### src/rtl/top_main_core.sv
`timescale 1ns/1ps
// -----------------------------------------------------------------------------
// top_main_core
//
// Compute kernel that streams triangular numbers (word i = i*(i+1)/2, mod 2^32)
// into an external result RAM through a single-word write port. Runs are
// launched with an ap_start/ap_done level handshake. A global clock-enable
// freezes all state, and a run-cycle breakpoint stalls the kernel after a
// programmed number of run cycles.
//
// Ports:
//   sys_clk        in   1   clock, all state updates on the rising edge
//   sys_resetn     in   1   asynchronous active-low reset
//   clk_en         in   1   1 = run, 0 = freeze all state
//   breakpoint     in  32   run-cycle count at which RUN stalls
//   ap_start       in   1   level start request
//   ap_done        out  1   run complete, held until ap_start drops
//   write_address  out 11   result RAM word address
//   write_data     out 32   result word
//   write_enable   out  1   one-cycle write strobe per word
// -----------------------------------------------------------------------------
module top_main_core #(
    parameter int N_WORDS = 2048
) (
    input  logic        sys_clk,
    input  logic        sys_resetn,
    input  logic        clk_en,
    input  logic [31:0] breakpoint,
    input  logic        ap_start,
    output logic        ap_done,
    output logic [10:0] write_address,
    output logic [31:0] write_data,
    output logic        write_enable
);

    localparam logic [1:0] S_IDLE = 2'd0;
    localparam logic [1:0] S_RUN  = 2'd1;
    localparam logic [1:0] S_DONE = 2'd2;

    localparam logic [10:0] LAST_IDX = 11'(N_WORDS - 1);

    logic [1:0]  state_q, state_d;
    logic [10:0] idx_q,   idx_d;
    logic [31:0] acc_q,   acc_d;
    logic [31:0] cyc_q,   cyc_d;
    logic        done_q,  done_d;
    logic [10:0] waddr_q, waddr_d;
    logic [31:0] wdata_q, wdata_d;
    logic        wen_q,   wen_d;

    logic        bp_hit;
    logic        en;
    logic [31:0] acc_next;

    // The breakpoint only gates RUN; IDLE and DONE follow clk_en alone.
    assign bp_hit = (state_q == S_RUN) && (cyc_q == breakpoint);
    assign en     = clk_en && !bp_hit;

    always_comb begin
        // NOTE: every next-state signal gets a hold/default value first so no
        // path through the case statement can infer a latch.
        state_d  = state_q;
        idx_d    = idx_q;
        acc_d    = acc_q;
        cyc_d    = cyc_q;
        done_d   = done_q;
        waddr_d  = waddr_q;
        wdata_d  = wdata_q;
        wen_d    = 1'b0;      // strobe drops on any cycle that does not write
        acc_next = acc_q + {21'd0, idx_q};

        if (en) begin
            case (state_q)
                S_IDLE: begin
                    done_d = 1'b0;
                    if (ap_start) begin
                        state_d = S_RUN;
                        idx_d   = '0;
                        acc_d   = '0;
                        cyc_d   = '0;
                    end
                end
                S_RUN: begin
                    // Running sum of indices gives the triangular number for
                    // the current index in the same cycle it is written.
                    waddr_d = idx_q;
                    wdata_d = acc_next;
                    wen_d   = 1'b1;
                    acc_d   = acc_next;
                    cyc_d   = cyc_q + 32'd1;
                    if (idx_q == LAST_IDX) begin
                        state_d = S_DONE;
                        done_d  = 1'b1;
                    end else begin
                        idx_d = idx_q + 11'd1;
                    end
                end
                S_DONE: begin
                    if (!ap_start) begin
                        done_d  = 1'b0;
                        state_d = S_IDLE;
                    end
                end
                default: begin
                    state_d = S_IDLE;
                    done_d  = 1'b0;
                end
            endcase
        end
    end

    always_ff @(posedge sys_clk or negedge sys_resetn) begin
        if (!sys_resetn) begin
            state_q <= S_IDLE;
            idx_q   <= '0;
            acc_q   <= '0;
            cyc_q   <= '0;
            done_q  <= 1'b0;
            waddr_q <= '0;
            wdata_q <= '0;
            wen_q   <= 1'b0;
        end else begin
            // NOTE: non-blocking assignments so every register samples the
            // pre-edge values, independent of statement order.
            state_q <= state_d;
            idx_q   <= idx_d;
            acc_q   <= acc_d;
            cyc_q   <= cyc_d;
            done_q  <= done_d;
            waddr_q <= waddr_d;
            wdata_q <= wdata_d;
            wen_q   <= wen_d;
        end
    end

    assign ap_done       = done_q;
    assign write_address = waddr_q;
    assign write_data    = wdata_q;
    assign write_enable  = wen_q;

endmodule

### config.mk
export PLATFORM = sky130hd
export DESIGN_NAME = top_main_core
export DESIGN_NICKNAME = d
export VERILOG_FILES = /design/src/rtl/top_main_core.sv
export SDC_FILE = /design/constraint.sdc
export NUM_CORES = 1
export LEC_CHECK = 0
export CORE_ASPECT_RATIO = 0.75
export CORE_MARGIN = 4
export CORE_UTILIZATION = 56
export DETAILED_ROUTE_END_ITERATION = 10
export GPL_TIMING_DRIVEN = 0
export PLACE_DENSITY = 0.82
export REMOVE_ABC_BUFFERS = 1
export SETUP_SLACK_MARGIN = 0.5
export SYNTH_ARGS = -nofsm -noshare
export SYNTH_HDL_FRONTEND = slang
export SYNTH_SLANG_ARGS = --single-unit
### constraint.sdc
create_clock -name sys_clk -period 4.7 [get_ports sys_clk]
set_input_delay 1.41 -clock sys_clk [delete_from_list [all_inputs] [get_ports sys_clk]]
set_output_delay 1.41 -clock sys_clk [all_outputs]
set_load 0.005 [all_outputs]
### After elaboration in Yosys (flattened, before gate mapping)

Index checks and enable logic that the tools add are counted.

* $add $sub $neg: 3
* eq/ne operators: 8
* muxes and demuxes: 15
* reductions and logical operators: 10

Operators with widths (number)
* $pmux 32 s2: 2
* $add 32x1->32 const B: 1
* $add 32x11->32: 1
* $eq 32x32->1: 1
* $mux 32: 1
* $mux 11: 2
* $pmux 11 s2: 1
* $add 11x1->11 const B: 1
* $eq 11x11->1 const B: 1
* $reduce_and 4->1: 2
* $mux 2: 3
* $ne 2x2->1 const B: 3
* $pmux 2 s3: 1
* $reduce_and 3->1: 2
* $mux 1: 4
* $eq 2x1->1 const B: 1
* $eq 2x2->1 const B: 1
* $logic_and 1x1->1: 2
* $logic_not 2->1: 1
* $ne 2x1->1 const B: 1
* $pmux 1 s2: 1
* $reduce_and 2->1: 1
* $reduce_bool 2->1: 1
* $logic_not 1->1: 1

* register bits: 122
* input bits: 36
* output and inout port bits: 45

### Longest topological paths before layout

* word-level depth: 5
* mapped depth: 11
* depth with buffers taken out: 9

### Least setup slack after synthesis

Ideal clock, no wire load.

* path kind: in2reg
* from: in breakpoint[21]
* to: reg cyc_q[11]
* setup time: 129 ps
* arrival time: 2819 ps
* required time: 4571 ps
* setup slack: 1753 ps
* cell stages on the path: 9
* buffers on the path: 2
* path through: xnor2_1 > nand4_1 > nor4_1 > nand3_2 > buf_6 > and2_4 > buf_6 > a41oi_1 > mux2i_1

* longest elaborated chain between the ends: 5

Ends and longest elaborated chain
* from (decl): RTL line 28 `input logic [31:0] breakpoint,`
* $eq 32x32->1: RTL line 56 `assign bp_hit = (state_q == S_RUN) && (cyc_q == breakpoint);`
* $logic_and 1x1->1: RTL line 56
* $logic_not 1->1: RTL line 57 `assign en = clk_en && !bp_hit;`
* $logic_and 1x1->1: RTL line 57
* $reduce_and 3->1 (no source line)
* to (signal assigned): RTL line 128 `cyc_q <= cyc_d;`
* to (decl): RTL line 45 `logic [31:0] cyc_q, cyc_d;`

No other way between the ends.
A chain may end at the register's enable or synchronous reset.

### Worst setup path after layout

* from: in breakpoint[25]
* to: reg idx_q[1]

* longest elaborated chain between the ends: 5

Ends and longest elaborated chain
* $eq 32x32->1: RTL line 56
* $logic_and 1x1->1: RTL line 56
* $logic_not 1->1: RTL line 57
* $logic_and 1x1->1: RTL line 57
* $reduce_and 4->1 (no source line)
* to (signal assigned): RTL line 126 `idx_q <= idx_d;`
* to (decl): RTL line 43 `logic [10:0] idx_q, idx_d;`

No other way between the ends.

==> reports/results.ini <==
[min_path]
hold_path_class=reg -> reg
hold_path_end=acc_q[4]
hold_start=acc_q[4]
hold_path_depth=2

[detailed_routing]
drt_iter0_drc=556
vias=5948
routed_wl_um=17070
vias_per_cell=6.026
wl_per_cell_um=17.30
drc_errors=0
ant_nets=0
drtPass1Iterations=5

[setup_path]
start_kind=input pin
reg2reg_to=idx_q[1]
worstSetupPathType=in -> reg
crit_arrival_ns=4.35
regToRegStartpoint=state_q[0]
rrSetupSlack_ns=1.19
cp.required_ns=5.00
reg2regPathDepth=7
crit_fanout=42
worstSetupEndpointType=flop

[cts]
cts-root-buf=clkbuf_16
postCtsSetupRepairBufs=0
ctsResizeCount=0
clkLatencyLatePin_ns=0.42
cts_buffers=17
cts_sinks=122
clk_pin_slew_ns=0.06
cts_buffer_depth=2
htree_num_levels=4
cts_tree=built
postCtsHoldBufs=0

[logic_synthesis]
synthSimpleGateAreaFrac=0.2393
ys_seq_area_frac=0.4533
synth-xor-area-share=0.08453
synth_top_cell_area_share=0.4533
synth_top_family_by_area=simple AND/OR/NAND/NOR gates
synthAdderAreaFrac=0.02712
syn_inst=746
yosysWarnings=0
synth_edf_count=0
synthFlopType=dfrtp_1
yosys_register_bits=122
yosys.area.top_type=dfrtp_1
ys_async_sr_fraction=1.000
avgSynthCellArea_um2=9.028
synthMuxAreaShare=0.001486
synth_compound_area_frac=0.1572
synth_cell_types=61
synthTopCellsByArea=dfrtp_1, nand2_1, xnor2_1
syn_area_um2=6735

[cells_and_area]
diodes=0
layout_commonest_cell=nand2_1
fillers=896
seq_area_um2=3053
num-nets-final=864
drive_gt1_frac=0.06182
syn2layout_area_growth_pct=22.26
multi_input_area_um2=3467
mostFrequentLayoutCells=nand2_1, dfrtp_1, clkdlybuf4s50_1, o21ai_0, xnor2_1

[die]
start_util=0.5778
core_um2=11660
ios=81
placementRows=34
die-area_um2=13860
die_h_um=103.0
die_x_um=134.6

[global_route]
antenna_found_initial=0
grt_pass1_wl_um=28350
grt.total_usage=0.2558
overflow=0
grt_max_degree=85
grt_pass1_vias=5897

[power_and_ir_drop]
leakage_uw=0.003535
power_density_nw_per_um2=562.6
ir_worst_vdd_v=0.0004090
power_uw=4633

[place]
gp_congestion=0.8964
hpwl_um=11060
portBuffers=80

[sta]
setup_viol=0
fin_crit_sh=0.8612
grt_setup_unrepaired=false
tightest_slew_ns=1.139
fmax_ghz=0.2470
clock-skew-final_ns=0.009054
relSlewSlack=0.2394
min_period_ns=4.048
final-hold-violation-count=0
final_max_slew_viol_count=0
fin_hold_ws_ns=0.4762

[run_status]
status=finished clean

[job]
maxCapViolCount=0

-- metal layers --
metal / vias up / wire, um / GRT usage
met5: - / 0 / 0
met4: 0 / 322 / 0.08529
met3: 37 / 1112 / 0.05854
met2: 229 / 8215 / 0.4222
met1: 2898 / 7424 / 0.3388
li1: 2784 / - / -
-- cells in the mapped netlist, types with 5 or more instances --
library cell    n
o21ai_0        68
and3_1         18
nand2b_1        6
or3_1           5
o31ai_1         8
a31oi_1        15
ha_1           13
nor2b_1         6
buf_2          14
a22o_1          8
nand3_1        31
a32o_1          5
nand3b_1        7
xnor2_1        50
nor2_1         31
xor2_1         15
nand4_1        20
dfrtp_1       122
nor3_1         10
nand2_1       157
o211ai_1       11
a21o_1          6
clkbuf_1       14
a21oi_1        26
inv_1          15
-- power by group --
part | total, uW | switching, uW | internal (uW) | leakage, uW
Clock | 1340 | 457 | 880 | 0.000298
Combinational | 1750 | 986 | 759 | 0.00166
Sequential | 1550 | 253 | 1300 | 0.00158
-- final cells by class --
cell class	count	area share
multi-input combinational	575	0.4211
sequential	122	0.3708
timing repair buffer	82	0.1032
clock buffer	22	0.05881
tap	162	0.02462
clock inverter	8	0.01428
inverter	16	0.007294
-- worst max-delay path, cell delays in order --
cell	delay, ns
clkdlybuf4s50_1	0.41
xnor2_1	0.28
nand4_1	0.15
nor4_1	0.41
nand3_2	0.48
nand3_4	0.43
inv_2	0.36
a32o_1	0.37
-- cell families after synthesis --
logic type      Yosys count
simple gates            323
compound gates          170
flops                   122
xor+xnor                 65
buf+inv                  51
fa+ha+maj                14
mux                       1
-- sequential cells by signal, summed over array words and instances, names as in the netlist --
register       flops
acc_q             32
cyc_q             32
write_data        32
idx_q             11
write_address     11
state_q            2
ap_done            1
write_enable       1
-- what timing repair did --
action	CTS	global route
pin swaps	1	1
gates cloned	1	1
endpoints found under the setup margin	46	11
-- metrics by stage --
stage          std cells  cell area, um2  TNS [ns]  worst slack, ns    util
2_1_floorplan        711            6545  -0.08724         -0.04243       -
3_3_place_gp         953            7548   -423.28           -2.443  0.6476
3_5_place_dp         955            7612    -2.657          -0.1735  0.6531
4_1_cts              986            8224         0           0.6553  0.7056
5_1_grt              987            8234         0           0.5235  0.7064
6_report             987            8234         0           0.6522  0.7064
-- worst max path at each step --
stage	startpoint	to
after floorplan	breakpoint[21]	idx_q[1]
after global placement	sys_resetn	write_address[6]
after detailed placement	breakpoint[25]	idx_q[1]
after CTS	breakpoint[25]	idx_q[1]
after global routing	breakpoint[25]	idx_q[1]
final	breakpoint[25]	idx_q[1]
(Power assumes the default switching activity.)
